==> src/rtl/tdo_arb_pkg.sv <==
// Shared types, widths and the round-robin pick function for the TDO shift arbiter.
// Optional watchdog feature is enabled with the TDO_ARB_TIMEOUT_EN macro.
package tdo_arb_pkg;

  localparam int WORD_W_DEFAULT = 32;
  localparam int MAX_REQ        = 8;
  localparam int PTR_W          = 3;
  localparam int WDOG_W         = 6;

  typedef enum logic [1:0] {
    IDLE,
    LOAD,
    SHIFT,
    DONE
  } arb_state_t;

  // Returns a one-hot vector of the first set request bit found when
  // scanning upward from ptr and wrapping at numReq. Zero if nothing set.
  function automatic logic [MAX_REQ-1:0] rrPickOnehot(
    input logic [MAX_REQ-1:0] reqVec,
    input logic [PTR_W-1:0]   ptr,
    input logic [PTR_W:0]     numReq
  );
    logic [MAX_REQ-1:0] result;
    logic [PTR_W:0]     idx;
    logic               found;
    result = '0;
    found  = 1'b0;
    for (int i = 0; i < MAX_REQ; i++) begin
      idx = {1'b0, ptr} + (PTR_W+1)'(i);
      if (idx >= numReq) begin
        idx = idx - numReq;
      end
      if (((PTR_W+1)'(i) < numReq) && !found && reqVec[idx[PTR_W-1:0]]) begin
        result[idx[PTR_W-1:0]] = 1'b1;
        found = 1'b1;
      end
    end
    return result;
  endfunction

endpackage

==> src/rtl/tdo_shift_arbiter_if.sv <==
// Bus between the DR sources / serializer side and the TDO shift arbiter.
// The timeout_err signal only exists when TDO_ARB_TIMEOUT_EN is defined.
interface tdo_shift_arbiter_if
  import tdo_arb_pkg::*;
#(
  parameter int NUM_REQ = 4,
  parameter int WORD_W  = WORD_W_DEFAULT
);

  logic                      shift_dr;
  logic [NUM_REQ-1:0]        req;
  logic [NUM_REQ*WORD_W-1:0] req_data;
  logic [NUM_REQ-1:0]        grant;
  logic [NUM_REQ-1:0]        ack;
  logic                      aborted;
  logic                      tx_enable;
  logic [WORD_W-1:0]         tx_data;
  logic                      tx_done;
  logic                      busy;
`ifdef TDO_ARB_TIMEOUT_EN
  logic                      timeout_err;
`endif

  // Arbiter side: consumes requests and the serializer done flag.
  modport slave (
    input  shift_dr, req, req_data, tx_done,
    output grant, ack, aborted, tx_enable, tx_data, busy
`ifdef TDO_ARB_TIMEOUT_EN
    , output timeout_err
`endif
  );

  // Requester / TAP / serializer side.
  modport master (
    output shift_dr, req, req_data, tx_done,
    input  grant, ack, aborted, tx_enable, tx_data, busy
`ifdef TDO_ARB_TIMEOUT_EN
    , input timeout_err
`endif
  );

endinterface

==> src/rtl/rr_picker.sv <==
// Round-robin requester picker: holds the rotation pointer and computes the
// winning requester combinationally from the current request vector.
module rr_picker
  import tdo_arb_pkg::*;
#(
  parameter int NUM_REQ = 4
) (
  input  logic               clk_tck,
  input  logic               reset,
  input  logic [NUM_REQ-1:0] req,
  input  logic               advance,
  input  logic [PTR_W-1:0]   advance_idx,
  output logic [NUM_REQ-1:0] pick_onehot,
  output logic [PTR_W-1:0]   pick_idx,
  output logic               any
);

  localparam logic [PTR_W-1:0] LAST_IDX  = PTR_W'(NUM_REQ - 1);
  localparam logic [PTR_W:0]   NUM_REQ_W = (PTR_W+1)'(NUM_REQ);

  logic [PTR_W-1:0]   r_rrPtr;
  logic [MAX_REQ-1:0] w_reqPad;
  logic [MAX_REQ-1:0] w_pick;

  // Pointer moves just past the requester whose word completed.
  always_ff @(posedge clk_tck) begin
    if (reset) begin
      r_rrPtr <= '0;
    end else if (advance) begin
      r_rrPtr <= (advance_idx == LAST_IDX) ? '0 : advance_idx + 1'b1;
    end
  end

  // Scan from the pointer with wrap-around and encode the winner.
  always_comb begin
    w_reqPad = MAX_REQ'(req);
    w_pick   = rrPickOnehot(w_reqPad, r_rrPtr, NUM_REQ_W);
    pick_idx = '0;
    for (int i = 0; i < MAX_REQ; i++) begin
      if (w_pick[i]) begin
        pick_idx = PTR_W'(i);
      end
    end
    pick_onehot = w_pick[NUM_REQ-1:0];
    any         = |w_pick;
  end

endmodule

==> src/rtl/tdo_shift_arbiter.sv <==
// Shares one TDO serializer between several DR sources with round-robin
// arbitration, word latching and enable/done sequencing in the TCK domain.
// Define TDO_ARB_TIMEOUT_EN to add the SHIFT watchdog and timeout_err output.
module tdo_shift_arbiter
  import tdo_arb_pkg::*;
#(
  parameter int NUM_REQ = 4,
  parameter int WORD_W  = WORD_W_DEFAULT
`ifdef TDO_ARB_TIMEOUT_EN
  , parameter int TIMEOUT_CYC = 40
`endif
) (
  input  logic                clk_tck,
  input  logic                reset,
  tdo_shift_arbiter_if.slave  bus
);

  arb_state_t         r_state;
  arb_state_t         w_stateNext;
  logic [NUM_REQ-1:0] r_grant;
  logic [NUM_REQ-1:0] w_grantNext;
  logic [WORD_W-1:0]  r_txData;
  logic [WORD_W-1:0]  w_txDataNext;
  logic [PTR_W-1:0]   r_ownerIdx;
  logic [PTR_W-1:0]   w_ownerNext;
  logic               r_aborted;
  logic               w_abortedNext;

  logic [NUM_REQ-1:0] w_pickOnehot;
  logic [PTR_W-1:0]   w_pickIdx;
  logic               w_any;
  logic [WORD_W-1:0]  w_pickWord;
  logic               w_start;
  logic               w_done;
  logic               w_abort;
  logic               w_timeout;

  rr_picker #(
    .NUM_REQ (NUM_REQ)
  ) u_picker (
    .clk_tck     (clk_tck),
    .reset       (reset),
    .req         (bus.req),
    .advance     (w_done),
    .advance_idx (r_ownerIdx),
    .pick_onehot (w_pickOnehot),
    .pick_idx    (w_pickIdx),
    .any         (w_any)
  );

`ifdef TDO_ARB_TIMEOUT_EN
  logic [WDOG_W-1:0] r_wdog;
  logic              r_timeoutErr;

  // Watchdog restarts on entry to SHIFT and counts every SHIFT cycle.
  always_ff @(posedge clk_tck) begin
    if (reset) begin
      r_wdog <= '0;
    end else if (r_state == LOAD) begin
      r_wdog <= '0;
    end else if (r_state == SHIFT) begin
      r_wdog <= r_wdog + 1'b1;
    end
  end

  assign w_timeout = (r_state == SHIFT) && (r_wdog == WDOG_W'(TIMEOUT_CYC - 1));

  // Sticky error flag; only reset clears it.
  always_ff @(posedge clk_tck) begin
    if (reset) begin
      r_timeoutErr <= 1'b0;
    end else if (w_timeout && !bus.tx_done) begin
      r_timeoutErr <= 1'b1;
    end
  end

  assign bus.timeout_err = r_timeoutErr;
`else
  assign w_timeout = 1'b0;
`endif

  // A completed word always wins over an abort in the same cycle.
  assign w_start = (r_state == IDLE) && bus.shift_dr && w_any;
  assign w_done  = (r_state == SHIFT) && bus.tx_done;
  assign w_abort = (r_state == SHIFT) && !bus.tx_done && (!bus.shift_dr || w_timeout);

  // Select the winning requester's slice with a one-hot AND-OR mux.
  always_comb begin
    w_pickWord = '0;
    for (int i = 0; i < NUM_REQ; i++) begin
      if (w_pickOnehot[i]) begin
        w_pickWord = bus.req_data[i*WORD_W +: WORD_W];
      end
    end
  end

  // State register.
  always_ff @(posedge clk_tck) begin
    if (reset) begin
      r_state <= IDLE;
    end else begin
      r_state <= w_stateNext;
    end
  end

  // Next-state logic.
  always_comb begin
    w_stateNext = r_state;
    unique case (r_state)
      IDLE:  if (w_start) w_stateNext = LOAD;
      LOAD:  w_stateNext = SHIFT;
      SHIFT: begin
        if (w_done) begin
          w_stateNext = DONE;
        end else if (w_abort) begin
          w_stateNext = IDLE;
        end
      end
      DONE:  w_stateNext = IDLE;
      default: w_stateNext = IDLE;
    endcase
  end

  // Next values for the registered outputs (grant, latched word, owner, abort pulse).
  always_comb begin
    w_grantNext   = r_grant;
    w_txDataNext  = r_txData;
    w_ownerNext   = r_ownerIdx;
    w_abortedNext = 1'b0;
    unique case (r_state)
      IDLE: begin
        if (w_start) begin
          w_grantNext  = w_pickOnehot;
          w_txDataNext = w_pickWord;
          w_ownerNext  = w_pickIdx;
        end
      end
      SHIFT: begin
        if (w_abort) begin
          w_grantNext   = '0;
          w_abortedNext = 1'b1;
        end
      end
      DONE: w_grantNext = '0;
      default: ;
    endcase
  end

  // Output registers; reset drops everything silently without pulses.
  always_ff @(posedge clk_tck) begin
    if (reset) begin
      r_grant    <= '0;
      r_txData   <= '0;
      r_ownerIdx <= '0;
      r_aborted  <= 1'b0;
    end else begin
      r_grant    <= w_grantNext;
      r_txData   <= w_txDataNext;
      r_ownerIdx <= w_ownerNext;
      r_aborted  <= w_abortedNext;
    end
  end

  assign bus.grant     = r_grant;
  assign bus.ack       = (r_state == DONE) ? r_grant : '0;
  assign bus.aborted   = r_aborted;
  assign bus.tx_enable = (r_state == SHIFT);
  assign bus.tx_data   = r_txData;
  assign bus.busy      = (r_state != IDLE);

endmodule

==> src/flat_wrapper.sv <==
// flat-port wrapper written by rule: the top's interface ports become plain ports
module tdo_shift_arbiter_flat import tdo_arb_pkg::*;
#(
  parameter int NUM_REQ = 4,
  parameter int WORD_W  = WORD_W_DEFAULT

)
  (clk_tck, reset, bus_shift_dr, bus_req, bus_req_data, bus_tx_done, bus_grant, bus_ack, bus_aborted, bus_tx_enable, bus_tx_data, bus_busy);
  tdo_shift_arbiter_if #(.NUM_REQ(NUM_REQ), .WORD_W(WORD_W)) bus_i ();
  input  logic clk_tck;
  input  logic reset;
  input wire logic [$bits(bus_i.shift_dr)-1:0] bus_shift_dr;
  input wire logic [$bits(bus_i.req)-1:0] bus_req;
  input wire logic [$bits(bus_i.req_data)-1:0] bus_req_data;
  input wire logic [$bits(bus_i.tx_done)-1:0] bus_tx_done;
  output wire logic [$bits(bus_i.grant)-1:0] bus_grant;
  output wire logic [$bits(bus_i.ack)-1:0] bus_ack;
  output wire logic [$bits(bus_i.aborted)-1:0] bus_aborted;
  output wire logic [$bits(bus_i.tx_enable)-1:0] bus_tx_enable;
  output wire logic [$bits(bus_i.tx_data)-1:0] bus_tx_data;
  output wire logic [$bits(bus_i.busy)-1:0] bus_busy;
  assign bus_i.shift_dr = bus_shift_dr;
  assign bus_i.req = bus_req;
  assign bus_i.req_data = bus_req_data;
  assign bus_i.tx_done = bus_tx_done;
  assign bus_grant = bus_i.grant;
  assign bus_ack = bus_i.ack;
  assign bus_aborted = bus_i.aborted;
  assign bus_tx_enable = bus_i.tx_enable;
  assign bus_tx_data = bus_i.tx_data;
  assign bus_busy = bus_i.busy;
  tdo_shift_arbiter #(.NUM_REQ(NUM_REQ), .WORD_W(WORD_W)) u_core (.clk_tck(clk_tck), .reset(reset), .bus(bus_i));
endmodule
==> config.mk <==
export PLATFORM = sky130hd
export DESIGN_NAME = tdo_shift_arbiter_flat
export DESIGN_NICKNAME = d
export VERILOG_FILES = /design/src/rtl/tdo_arb_pkg.sv /design/src/rtl/tdo_shift_arbiter_if.sv /design/src/rtl/rr_picker.sv /design/src/rtl/tdo_shift_arbiter.sv /design/src/flat_wrapper.sv
export SDC_FILE = /design/constraint.sdc
export NUM_CORES = 1
export LEC_CHECK = 0
export ABC_AREA = 1
export CAP_MARGIN = 30
export CORE_ASPECT_RATIO = 2
export CORE_UTILIZATION = 26
export CTS_CLUSTER_DIAMETER = 120
export CTS_CLUSTER_SIZE = 28
export DETAILED_ROUTE_END_ITERATION = 10
export MAX_ROUTING_LAYER = met4
export SYNTH_ARGS = -nofsm -noshare
export SYNTH_HDL_FRONTEND = slang
export SYNTH_SLANG_ARGS = --single-unit
==> constraint.sdc <==
create_clock -name clk_tck -period 4.6 [get_ports clk_tck]
set_input_delay 1.15 -clock clk_tck [delete_from_list [all_inputs] [get_ports clk_tck]]
set_output_delay 1.15 -clock clk_tck [all_outputs]
set_load 0.005 [all_outputs]
==> results_dict.tcl <==
set metrics [dict create \
    die_h_microns 155 \
    dr.pass1.iters 4 \
    start_util 0.268 \
    row_count 55 \
    synth_top_area_cell "dfxtp_1" \
    synth_area_sq_mm 0.00305 \
    path_clk_slew_ns 0.07 \
    grt_pass1_vias 4037 \
    crit_required_ns 4.83 \
    synth_area_per_cell_sq_um 6.65 \
    ys_seq_elements 45 \
    rrSetupSlack_ns 1.22 \
    fillers 1212 \
    post_cts_resized 0 \
    grt_pass1_wl_microns 19800 \
    hold_start "u_core.r_ownerIdx[2]$_SDFFE_PP0P_" \
    synthCells 458 \
    p_per_area_mw_per_mm2 522 \
    h-tree-depth 2 \
    total_leakage_power_nw 2.01 \
    worstReg2RegStart "u_core.u_picker.r_rrPtr[0]$_SDFFE_PP0P_" \
    coreArea_sq_mm 0.0114 \
    worst_pin_slew_ns 0.619 \
    ys_seq_area_frac 0.296 \
    areaGrowthSynthToFinish_pct 64.5 \
    overflow 0 \
    diodes 0 \
    slew_violations 0 \
    register_area_sq_um 901 \
    viasPerCell 5.05 \
    min_period_over_period 0.757 \
    vdd_drop_max_uv 216 \
    vias 3841 \
    clk_latency_ns 0.30 \
    setup-tns-final_ns 0 \
    cts_buffers 5 \
    post_route_cells_drive_above_1_share 0.0647 \
    grt_antenna_before_repair 0 \
    yosys-top-cells-area "dfxtp_1 30%, a21oi_1 18%, nand2_1 8.3%, o211ai_1 7.9%, nand3_1 7.6%" \
    status "finished clean" \
    dp_hpwl_microns 9140 \
    cp-end-kind "register" \
    synth_top_area_frac 0.296 \
    cts_sinks 45 \
    fin_nets 757 \
    cp.arrival_ns 3.71 \
    path_class "input pin to register" \
    fmax_mhz 287 \
    clockBufferDepth 2 \
    hold_path_depth 2 \
    drc 0 \
    cp-start-kind "input pin" \
    dieWidth_microns 78.6 \
    hold_end "u_core.r_ownerIdx[2]$_SDFFE_PP0P_" \
    drtAntennaViolNets 0 \
    synth_cell_type_count 28 \
    skew_ns 0.00574 \
    max-cap-violations 0 \
    hold_buffers 0 \
    rsz0062_at_grt "false" \
    fin_crit_ns 3.48 \
    rr_worst_depth 16 \
    post_drt_wl_per_cell_microns 16.6 \
    r2r-end "u_core.bus.tx_data[6]$_SDFFE_PP0P_" \
    grt_usage 0.216 \
    synth_warnings 0 \
    totalWireLength_microns 12600 \
    clock_tree.root_cell "clkbuf_16" \
    utilization 0.442 \
    io_pins 179 \
    drt_iter0_markers 145 \
    cts_tree "done" \
    numPortBuffers 178 \
    die_area_sq_mm 0.0122 \
    relSlewSlack 0.587 \
    hold_viol 0 \
    grt_max_degree 38 \
    multi_input_area_sq_mm 0.00183 \
    crit_fanout 37 \
    cts_setup_buffers 0 \
    syn_nets 598 \
    hp-class "register to register" \
    gp_congestion 0.832 \
    setup_viol 0 \
]
[where the power goes]
| group | switching (mW) | internal, mW | leakage, nW |
|---|---|---|---|
| combinational | 0.905 | 0.709 | 1.57 |
| clock | 0.174 | 0.203 | 0.0702 |
| sequential | 0.0946 | 0.535 | 0.370 |
| total | 1.17 | 1.45 | 2.01 |
[flip-flops by register name, indices dropped and copies added, names as in the netlist]
name	count
u_core.bus.tx_data	32
u_core.bus.grant	4
u_core.r_ownerIdx	3
u_core.u_picker.r_rrPtr	3
u_core.r_state	2
u_core.bus.aborted	1
[synth_stat cells]
| cell type | number |
|---|---|
| a21oi_1 | 109 |
| nand2_1 | 67 |
| nand3_1 | 46 |
| dfxtp_1 | 45 |
| o211ai_1 | 32 |
| nor2_1 | 30 |
| o21ai_1 | 27 |
| inv_1 | 22 |
| buf_2 | 14 |
| o21ai_0 | 10 |
| buf_6 | 8 |
| clkbuf_1 | 7 |
| nand2_2 | 7 |
| inv_2 | 5 |
| nand3_2 | 5 |
| ha_1 | 4 |
| buf_4 | 3 |
| nand4_1 | 3 |
| nor2_2 | 3 |
| nor3_1 | 3 |
| a31oi_1 | 1 |
| buf_1 | 1 |
| inv_4 | 1 |
| nand2_4 | 1 |
| nand2_8 | 1 |
| nor2_4 | 1 |
| nor3_2 | 1 |
| or3_1 | 1 |
[worst max-delay path by stage]
stage          startpoint                             endpoint
4_1_cts        bus_req[3]  u_core.bus.tx_data[20]$_SDFFE_PP0P_
3_5_place_dp   bus_req[3]  u_core.bus.tx_data[20]$_SDFFE_PP0P_
6_report       bus_req[3]   u_core.bus.tx_data[6]$_SDFFE_PP0P_
5_1_grt        bus_req[3]   u_core.bus.tx_data[5]$_SDFFE_PP0P_
2_1_floorplan  bus_req[2]    u_core.r_ownerIdx[1]$_SDFFE_PP0P_
3_3_place_gp   bus_req[3]   u_core.bus.tx_data[3]$_SDFFE_PP0P_
[cell usage in the layout, fill, tap and decap left out]
cell type | Yosys | routed
o21ai_1 | 27 | 27
a21oi_1 | 109 | 109
buf_16 | 0 | 1
a31oi_1 | 1 | 1
inv_4 | 1 | 1
nand2_2 | 7 | 7
ha_1 | 4 | 4
nor2_4 | 1 | 1
nor2_1 | 30 | 30
nand4_1 | 3 | 3
inv_2 | 5 | 5
o21ai_0 | 10 | 10
nor2_2 | 3 | 3
nor3_1 | 3 | 3
nand3_1 | 46 | 46
inv_1 | 22 | 22
nand2_8 | 1 | 1
clkdlybuf4s50_1 | 0 | 178
buf_4 | 3 | 6
nand2_4 | 1 | 1
nor3_2 | 1 | 1
clkinv_2 | 0 | 1
dfxtp_1 | 45 | 45
o211ai_1 | 32 | 32
nand2_1 | 67 | 67
clkinvlp_4 | 0 | 1
nand3_2 | 5 | 5
clkbuf_16 | 0 | 5
inv_6 | 0 | 1
or3_1 | 1 | 1
[metal layers]
| layer | vias up | share of wire | GRT usage |
|---|---|---|---|
| li1 | 1920 | - | - |
| met1 | 1750 | 0.37 | 0.217 |
| met2 | 147 | 0.55 | 0.413 |
| met3 | 24 | 0.045 | 0.0264 |
| met4 | 0 | 0.028 | 0.0750 |
| met5 | - | 0 | - |
[cells by family (layout without fill, tap and decap cells)]
group                    count (synthesis)  count (layout)  synth area share
AO/OA/AOI/OAI                          179             179             0.321
AND/OR/NAND/NOR                        169             169             0.262
buffers and inverters                   61             221             0.105
flip-flops                              45              45             0.296
adder cells (fa/ha/maj)                  4               4            0.0164
[through the flow]
step | setup WS, ns | area (sq um) | power, mW | instances | hold WS [ns]
global placement | 0.783 | 4840 | 2.22 | 751 | 0.467
global route | 0.839 | 5010 | 2.84 | 760 | 0.518
CTS | 1.09 | 5010 | 2.64 | 760 | 0.487
floorplan | 2.02 | 3050 | 1.64 | 458 | 0.443
finish | 1.12 | 5010 | 2.62 | 760 | 0.483
detailed placement | 0.788 | 4870 | 2.25 | 752 | 0.471
[layout make-up]
class	instances	share of cell area
Clock buffer	5	0.0250
Multi-Input combinational cell	352	0.364
Timing Repair Buffer	185	0.370
Clock inverter	3	0.00424
Sequential cell	45	0.180
Tap cell	142	0.0354
Inverter	28	0.0215
[worst max-delay path, stage by stage]
cell,delay [ns]
clkdlybuf4s50_1,0.51
nand2_1,0.10
nand3_1,0.11
nand3_1,0.16
nor2_2,0.18
nand2_1,0.06
nand2_1,0.06
nor2_1,0.05
nand2_2,0.28
nor2_2,0.10
nand2_4,0.09
nand2_8,0.16
inv_4,0.41
o21ai_0,0.14
a21oi_1,0.13
Power figures use the tool's default switching activity.
